==> config.mk <==
export PLATFORM = sky130hd
export DESIGN_NAME = uart_result_tx
export DESIGN_NICKNAME = d
export VERILOG_FILES = /design/src/rtl/uart_result_tx.sv
export SDC_FILE = /design/constraint.sdc
export NUM_CORES = 1
export LEC_CHECK = 0
export ABC_AREA = 0
export CORE_AREA = 2 2 83 85
export CTS_BUF_LIST = sky130_fd_sc_hd__clkbuf_4
export DETAILED_ROUTE_END_ITERATION = 8
export DIE_AREA = 0 0 85 87
export PLACE_DENSITY = 0.77
export SLEW_MARGIN = 30
export SYNTH_ARGS = -nofsm -noshare
export SYNTH_HDL_FRONTEND = slang
export SYNTH_SLANG_ARGS = --single-unit
==> constraint.sdc <==
create_clock -name i_Clock -period 1.85 [get_ports i_Clock]
set_clock_uncertainty 0.05 [all_clocks]
set_input_delay 0.185 -clock i_Clock [delete_from_list [all_inputs] [get_ports i_Clock]]
set_output_delay 0.185 -clock i_Clock [all_outputs]
set_load 0.02 [all_outputs]
==> src/rtl/uart_result_tx.sv <==
// uart_result_tx: 8N1 transmitter that sends a sync byte, the argmax digit and a 32-bit debug word.
// Optional XOR checksum byte is included when UART_TX_CHECKSUM_EN is defined.
module uart_result_tx #(
  parameter int CLKS_PER_BIT = 5209
) (
  input  logic        i_Clock,
  input  logic        i_Rst_L,
  input  logic        i_Start,
  input  logic [3:0]  i_Digit,
  input  logic [31:0] i_Data,
  output logic        o_TX_Serial,
  output logic        o_Busy,
  output logic        o_Done
);

  localparam int CNT_W = (CLKS_PER_BIT > 1) ? $clog2(CLKS_PER_BIT) : 1;
  localparam logic [CNT_W-1:0] CNT_MAX = CNT_W'(CLKS_PER_BIT - 1);
`ifdef UART_TX_CHECKSUM_EN
  localparam logic [2:0] LAST_BYTE = 3'd6;
`else
  localparam logic [2:0] LAST_BYTE = 3'd5;
`endif

  typedef enum logic [2:0] {IDLE, START, DATA, STOP, DONE} state_t;

  state_t            state_r, state_s;
  logic [CNT_W-1:0]  cnt_r, cnt_s;
  logic [2:0]        bit_r, bit_s;
  logic [2:0]        byte_r, byte_s;
  logic [7:0]        cur_r, cur_s;
  logic [3:0]        digit_r, digit_s;
  logic [31:0]       data_r, data_s;
  logic              tx_s, busy_s, done_s;
`ifdef UART_TX_CHECKSUM_EN
  logic [7:0]        chk_r, chk_s;
`endif

  // Payload byte for a given frame position (checksum position handled by the caller).
  function automatic logic [7:0] frame_byte(input logic [2:0] idx, input logic [3:0] digit,
                                            input logic [31:0] data);
    case (idx)
      3'd0:    frame_byte = 8'hA5;
      3'd1:    frame_byte = 8'h30 + {4'h0, digit};
      3'd2:    frame_byte = data[31:24];
      3'd3:    frame_byte = data[23:16];
      3'd4:    frame_byte = data[15:8];
      3'd5:    frame_byte = data[7:0];
      default: frame_byte = 8'h00;
    endcase
  endfunction

  // Next-state logic: bit timing, bit/byte sequencing and byte loading.
  always_comb begin
    state_s = state_r;
    cnt_s   = cnt_r;
    bit_s   = bit_r;
    byte_s  = byte_r;
    cur_s   = cur_r;
    digit_s = digit_r;
    data_s  = data_r;
`ifdef UART_TX_CHECKSUM_EN
    chk_s   = chk_r;
`endif
    case (state_r)
      IDLE: begin
        if (i_Start) begin
          digit_s = i_Digit;
          data_s  = i_Data;
          byte_s  = 3'd0;
          bit_s   = 3'd0;
          cnt_s   = {CNT_W{1'b0}};
          cur_s   = 8'hA5;
`ifdef UART_TX_CHECKSUM_EN
          chk_s   = 8'h00;
`endif
          state_s = START;
        end else begin
          state_s = IDLE;
        end
      end
      START: begin
        if (cnt_r == CNT_MAX) begin
          cnt_s   = {CNT_W{1'b0}};
          state_s = DATA;
        end else begin
          cnt_s = cnt_r + CNT_W'(1);
        end
      end
      DATA: begin
        if (cnt_r == CNT_MAX) begin
          cnt_s = {CNT_W{1'b0}};
          if (bit_r == 3'd7) begin
            bit_s   = 3'd0;
            state_s = STOP;
          end else begin
            bit_s = bit_r + 3'd1;
          end
        end else begin
          cnt_s = cnt_r + CNT_W'(1);
        end
      end
      STOP: begin
        if (cnt_r == CNT_MAX) begin
          cnt_s = {CNT_W{1'b0}};
          if (byte_r == LAST_BYTE) begin
            state_s = DONE;
          end else begin
            byte_s  = byte_r + 3'd1;
            state_s = START;
`ifdef UART_TX_CHECKSUM_EN
            // Checksum covers B1..B5 as they are loaded; B6 sends the accumulated value.
            if (byte_s == LAST_BYTE) begin
              cur_s = chk_r;
            end else begin
              cur_s = frame_byte(byte_s, digit_r, data_r);
              chk_s = chk_r ^ cur_s;
            end
`else
            cur_s = frame_byte(byte_s, digit_r, data_r);
`endif
          end
        end else begin
          cnt_s = cnt_r + CNT_W'(1);
        end
      end
      DONE: begin
        state_s = IDLE;
      end
      default: begin
        state_s = IDLE;
      end
    endcase
  end

  // Output values for the upcoming state, so the outputs can be registered without extra latency.
  always_comb begin
    tx_s   = 1'b1;
    busy_s = 1'b0;
    done_s = 1'b0;
    case (state_s)
      START: begin
        tx_s   = 1'b0;
        busy_s = 1'b1;
      end
      DATA: begin
        tx_s   = cur_s[bit_s];
        busy_s = 1'b1;
      end
      STOP: begin
        tx_s   = 1'b1;
        busy_s = 1'b1;
      end
      DONE: begin
        done_s = 1'b1;
      end
      default: begin
        tx_s = 1'b1;
      end
    endcase
  end

  // State, datapath and output registers with synchronous active-low reset.
  always_ff @(posedge i_Clock) begin
    if (!i_Rst_L) begin
      state_r     <= IDLE;
      cnt_r       <= {CNT_W{1'b0}};
      bit_r       <= 3'd0;
      byte_r      <= 3'd0;
      cur_r       <= 8'h00;
      digit_r     <= 4'h0;
      data_r      <= 32'h0000_0000;
`ifdef UART_TX_CHECKSUM_EN
      chk_r       <= 8'h00;
`endif
      o_TX_Serial <= 1'b1;
      o_Busy      <= 1'b0;
      o_Done      <= 1'b0;
    end else begin
      state_r     <= state_s;
      cnt_r       <= cnt_s;
      bit_r       <= bit_s;
      byte_r      <= byte_s;
      cur_r       <= cur_s;
      digit_r     <= digit_s;
      data_r      <= data_s;
`ifdef UART_TX_CHECKSUM_EN
      chk_r       <= chk_s;
`endif
      o_TX_Serial <= tx_s;
      o_Busy      <= busy_s;
      o_Done      <= done_s;
    end
  end

endmodule
== Yosys cells after proc, flatten, opt, wreduce, memory -nomap -nowiden ==
Cells that the tools add are included.
W data, S select, Z words.

* Flip-flop bits (word level): 69
* Bits of input ports: 39
* Output and inout bits: 3
* Word-level logic and storage cells: 70

* $add $sub $neg: 4
* Order comparisons: 1
* Eq/ne operators: 18
* Muxes and demuxes: 28
* Reductions and logical operators: 9

{| class="wikitable"
|+ Operators with widths
! kind !! number
|-
| $pmux W8 S6 || 1
|-
| $mux W3 || 11
|-
| $mux W13 || 2
|-
| $pmux W13 S2 || 1
|-
| $mux W8 || 3
|-
| $eq A3 B2 Y1 const B || 6
|-
| $pmux W8 S2 || 1
|-
| $eq A3 B3 Y1 const B || 5
|-
| $add A13 B1 Y13 const B || 1
|-
| $eq A13 B13 Y1 const B || 1
|-
| $pmux W3 S2 || 2
|-
| $pmux W3 S4 || 1
|-
| $eq A3 B1 Y1 const B || 3
|-
| $add A6 B4 Y7 const A || 1
|-
| $add A3 B1 Y3 const B || 2
|-
| $logic_not A3 Y1 || 2
|-
| $ne A2 B2 Y1 const B || 3
|-
| $reduce_or A3 Y1 || 2
|-
| $lt A3 B4 Y1 const B || 1
|-
| $mux W1 || 4
|-
| $reduce_and A2 Y1 || 2
|-
| $reduce_and A4 Y1 || 1
|-
| $reduce_bool A2 Y1 || 2
|-
| $bmux W1 S3 || 1
|-
| $pmux W1 S2 || 1
|}

== Depth between registers and ports, before layout ==
* Depth after elaboration: 9
* Depth in mapped cells: 10
* Mapped depth without buffers: 9

== Worst setup path before layout ==
OpenSTA, ideal clock, no wires.

* Path type: flip-flop to flip-flop
* Start point: register byte_r[1]
* End point: register o_TX_Serial
* Arrival: 1833 ps
* Required time: 1674 ps
* Setup slack: -159 ps
* Stages on the path, launching flop included: 11
* Path buffers: 1
* Cell sequence: dfxtp_1 inv_1 ha_1 clkbuf_1 a22o_1 a21oi_1 o22ai_1 o22ai_1 nor4_1 a311oi_1 a31oi_1

* Cells in the longest elaborated chain, start to end: 9
* Elaborated cells on any way between the ends: 20

{| class="wikitable"
|+ Ends and longest elaborated chain
! element !! RTL line !! text
|-
| from (decl) || 29 || <nowiki>logic [2:0] byte_r, byte_s;</nowiki>
|-
| from (signal assigned) || 182 || <nowiki>byte_r <= byte_s;</nowiki>
|-
| $add A3 B1 Y3 || 108 || <nowiki>byte_s = byte_r + 3'd1;</nowiki>
|-
| $eq A3 B3 Y1, or another cell as far along || 41 || <nowiki>case (idx)</nowiki>
|-
| $pmux W8 S6 || 41 ||
|-
| $mux W8 || 105 || <nowiki>if (byte_r == LAST_BYTE) begin</nowiki>
|-
| $mux W8 || 103 || <nowiki>if (cnt_r == CNT_MAX) begin</nowiki>
|-
| $pmux W8 S2 || 64 || <nowiki>case (state_r)</nowiki>
|-
| $bmux W1 S3 || 146 || <nowiki>tx_s = cur_s[bit_s];</nowiki>
|-
| $mux W1 (not written as such) || 146 ||
|-
| $pmux W1 S2 (*) || 140 || <nowiki>case (state_s)</nowiki>
|-
| to (signal assigned) || 189 || <nowiki>o_TX_Serial <= tx_s;</nowiki>
|-
| to (decl) || 11 || <nowiki>output logic o_TX_Serial,</nowiki>
|}

Every way passes the cells marked *; elsewhere a longest branch is shown, timed or not. The select of a mux whose other input is x is not followed.
A chain may end at the register's enable or synchronous reset.

== Worst setup path after layout ==
Same ends and word-level chain as after synthesis.

==> flow_metrics.env <==
export IMPL_cts_tree="done"
export IMPL_wl_um=9170
export IMPL_drt_initial_drc_count=159
export IMPL_drtPass1Iterations=4
export IMPL_top_layer_used="met4"
export IMPL_grt_pass1_wl_um=13800
export IMPL_antenna_left=0
export IMPL_gp_congestion=0.872
export IMPL_routed_wl_met3_um=425
export IMPL_layout_common_cells="nand2_1, buf_4, dfxtp_1"
export IMPL_synth_nets=445
export IMPL_fill_cells=492
export IMPL_final_hold_viol_count=0
export IMPL_violations="setup timing"
export IMPL_irDropWorstVdd_v=0.000462
export IMPL_crit_required_ps=2120
export IMPL_ys_flop_type="dfxtp_1"
export IMPL_drc=0
export IMPL_core_um2=6570
export IMPL_fmax_mhz=437
export IMPL_synth_area_um2=3250
export IMPL_clockRootBuffer="clkbuf_4"
export IMPL_pre_cts_ws_ps=-291
export IMPL_clock_sinks=69
export IMPL_outcome="complete, but fails checks"
export IMPL_power_density_nw_per_um2=649
export IMPL_holdWs_ps=248
export IMPL_post_route_period_util_pct=124
export IMPL_regArea_um2=1390
export IMPL_synth_seq_cells=69
export IMPL_routedWlPerCell_um=15.5
export IMPL_finish_utilization_pct=72.5
export IMPL_grt_max_degree=52
export IMPL_clk_pin_slew_worst_paths_ps=120
export IMPL_die_y_um=87
export IMPL_fp_row_count=30
export IMPL_worstPathMaxFanout=7
export IMPL_layout_nets=556
export IMPL_clkLatencyLatePin_ps=420
export IMPL_slew_viol_final=0
export IMPL_yosys_warnings=0
export IMPL_final_common_cell="nand2_1"
export IMPL_leakage_nw=1.93
export IMPL_io_buffers=41
export IMPL_synth_distinct_cells=53
export IMPL_critical_path_class="reg -> reg"
export IMPL_cts_buffers=9
export IMPL_setup_viol=5
export IMPL_clockBufferDepth=2
export IMPL_synth_edf_count=0
export IMPL_final_layout_size_suffix_gt1_share_pct=33.1
export IMPL_syn_avg_cell_area_um2=8.18
export IMPL_area_growth_syn_to_layout_pct=46.6
export IMPL_num_vias=3237
export IMPL_startpoint_type="flip-flop"
export IMPL_period_needed_ps=2290
export IMPL_initial_utilization_pct=49.4
export IMPL_hp_class="in -> reg"
export IMPL_ys_seq_area_share_pct=42.5
export IMPL_n_antenna_cell=0
export IMPL_grtUsageTotal_pct=23.8
export IMPL_grt_pass1_vias=3044
export IMPL_relSlewSlack_pct=62.5
export IMPL_holdBufCountCts=0
export IMPL_dr_wl_met2_um=4680
export IMPL_gr_total_overflow=0
export IMPL_dieArea_um2=7400
export IMPL_end_kind="flip-flop"
export IMPL_synthArstFlopShare_pct=0
export IMPL_h_tree_depth=3
export IMPL_worstPathArrival_ps=2560
export IMPL_syn_inst=397
export IMPL_wl_met1_um=3710
export IMPL_fin_ws_ps=-438
export IMPL_rsz0062_at_grt="true"
export IMPL_vias_per_cell=5.46
export IMPL_hpwl_um=5770
export IMPL_io_pins=42
export IMPL_cap_violations=0
export IMPL_worst_slew_pin_slew_ps=562
export IMPL_antenna_found_initial=0
export IMPL_multi_input_area_um2=2000
export IMPL_fp_dieW_um=85
-- Yosys cell counts, types with 2 or more instances --
master    count  area share [%]
o21ai_0      12             1.8
o22ai_1       4            0.77
xor2_1        8             2.2
nor3_1        5            0.77
inv_1        11             1.3
nor3_2        2            0.62
nor4_1        2            0.39
buf_1         4            0.46
and2_1        4            0.77
or3_1         2            0.39
a32oi_1       2            0.54
nor2_1       32             3.7
nand4_1       6             1.2
nand3_1       8             1.2
a22o_1        2            0.54
and4_1        2            0.54
clkbuf_1     13             1.5
nor2b_1       3            0.58
and3_1        2            0.39
mux2i_1       8             2.5
a21oi_1      47             7.2
nand2_1      91              11
a22oi_1       7             1.6
ha_1          9             3.5
a221oi_1      6             1.6
buf_4         2            0.46
a31oi_1       3            0.58
xnor2_1       3            0.81
dfxtp_1      69              43
and4bb_4      2             1.0
buf_2         2            0.31
a222oi_1      2            0.62
a22oi_2       2            0.77
-- sequential cells by signal, indices dropped and copies added, names as in the netlist --
signal       count
o_Done           1
state_r          3
byte_r           3
data_r          32
cur_r            8
digit_r          4
o_Busy           1
o_TX_Serial      1
cnt_r           13
bit_r            3
-- area by class of cell --
| type | instances | area share (%) |
|---|---|---|
| Clock inverter | 7 | 1.89 |
| Sequential cell | 69 | 29.2 |
| Timing Repair Buffer | 122 | 22.5 |
| Clock buffer | 9 | 1.42 |
| Multi-Input combinational cell | 294 | 41.9 |
| Inverter | 12 | 0.946 |
| Tap cell | 80 | 2.10 |
-- worst paths after layout --
check                  start           to  slack [ps]  cells after the start
setup reg to reg   byte_r[1]  o_TX_Serial        -440                      9
hold reg to reg   data_r[24]   data_r[24]         420                      2
hold / removal     i_Data[0]    data_r[0]         250                      3
setup / recovery   byte_r[1]  o_TX_Serial        -440                      9
-- critical path: stages, from the launching register on --
cell	delay (ps)
dfxtp_2	360
buf_6	120
ha_4	190
xor2_4	220
a221oi_1	410
nor2_1	120
a22oi_2	240
mux2i_1	110
a22oi_1	240
a31oi_1	110
-- through the flow --
stage               total power [mW]  setup TNS [ps]  instance area, um2  std cells
global route                    3.20           -1440                4760        593
detailed placement              1.97           -1050                4190        563
global placement                1.96            -575                4190        563
CTS                             3.08            -552                4570        592
finish                          3.09            -888                4760        593
floorplan                       1.78           -57.1                3270        397
-- where the power goes --
group / switching (mW) / leakage [nW] / internal (mW) / total [mW]
Combinational: 0.187 / 1.28 / 0.220 / 0.407
Sequential: 0.0386 / 0.566 / 1.55 / 1.58
Clock: 0.557 / 0.0833 / 0.541 / 1.10
Total: 0.783 / 1.93 / 2.31 / 3.09
-- timing repair --
item,CTS,global route
setup buffers,13,4
pin swaps,21,12
resized for setup,32,50
gates cloned,1,0
endpoints found under the setup margin,10,65
-- kinds of logic after synthesis --
family | synth area share (%)
buf+inv | 4.47
compound gates | 18.0
xor+xnor | 3.47
simple gates | 25.3
mux | 2.81
flops | 42.5
fa+ha+maj | 3.47
-- metal layers --
metal	track usage, %	vias up
li1	-	1600
met2	42.8	100
met4	13.1	0
met5	0	-
met3	4.93	32
met1	26.2	1505
Note: power is estimated with default switching activity, not from simulation.
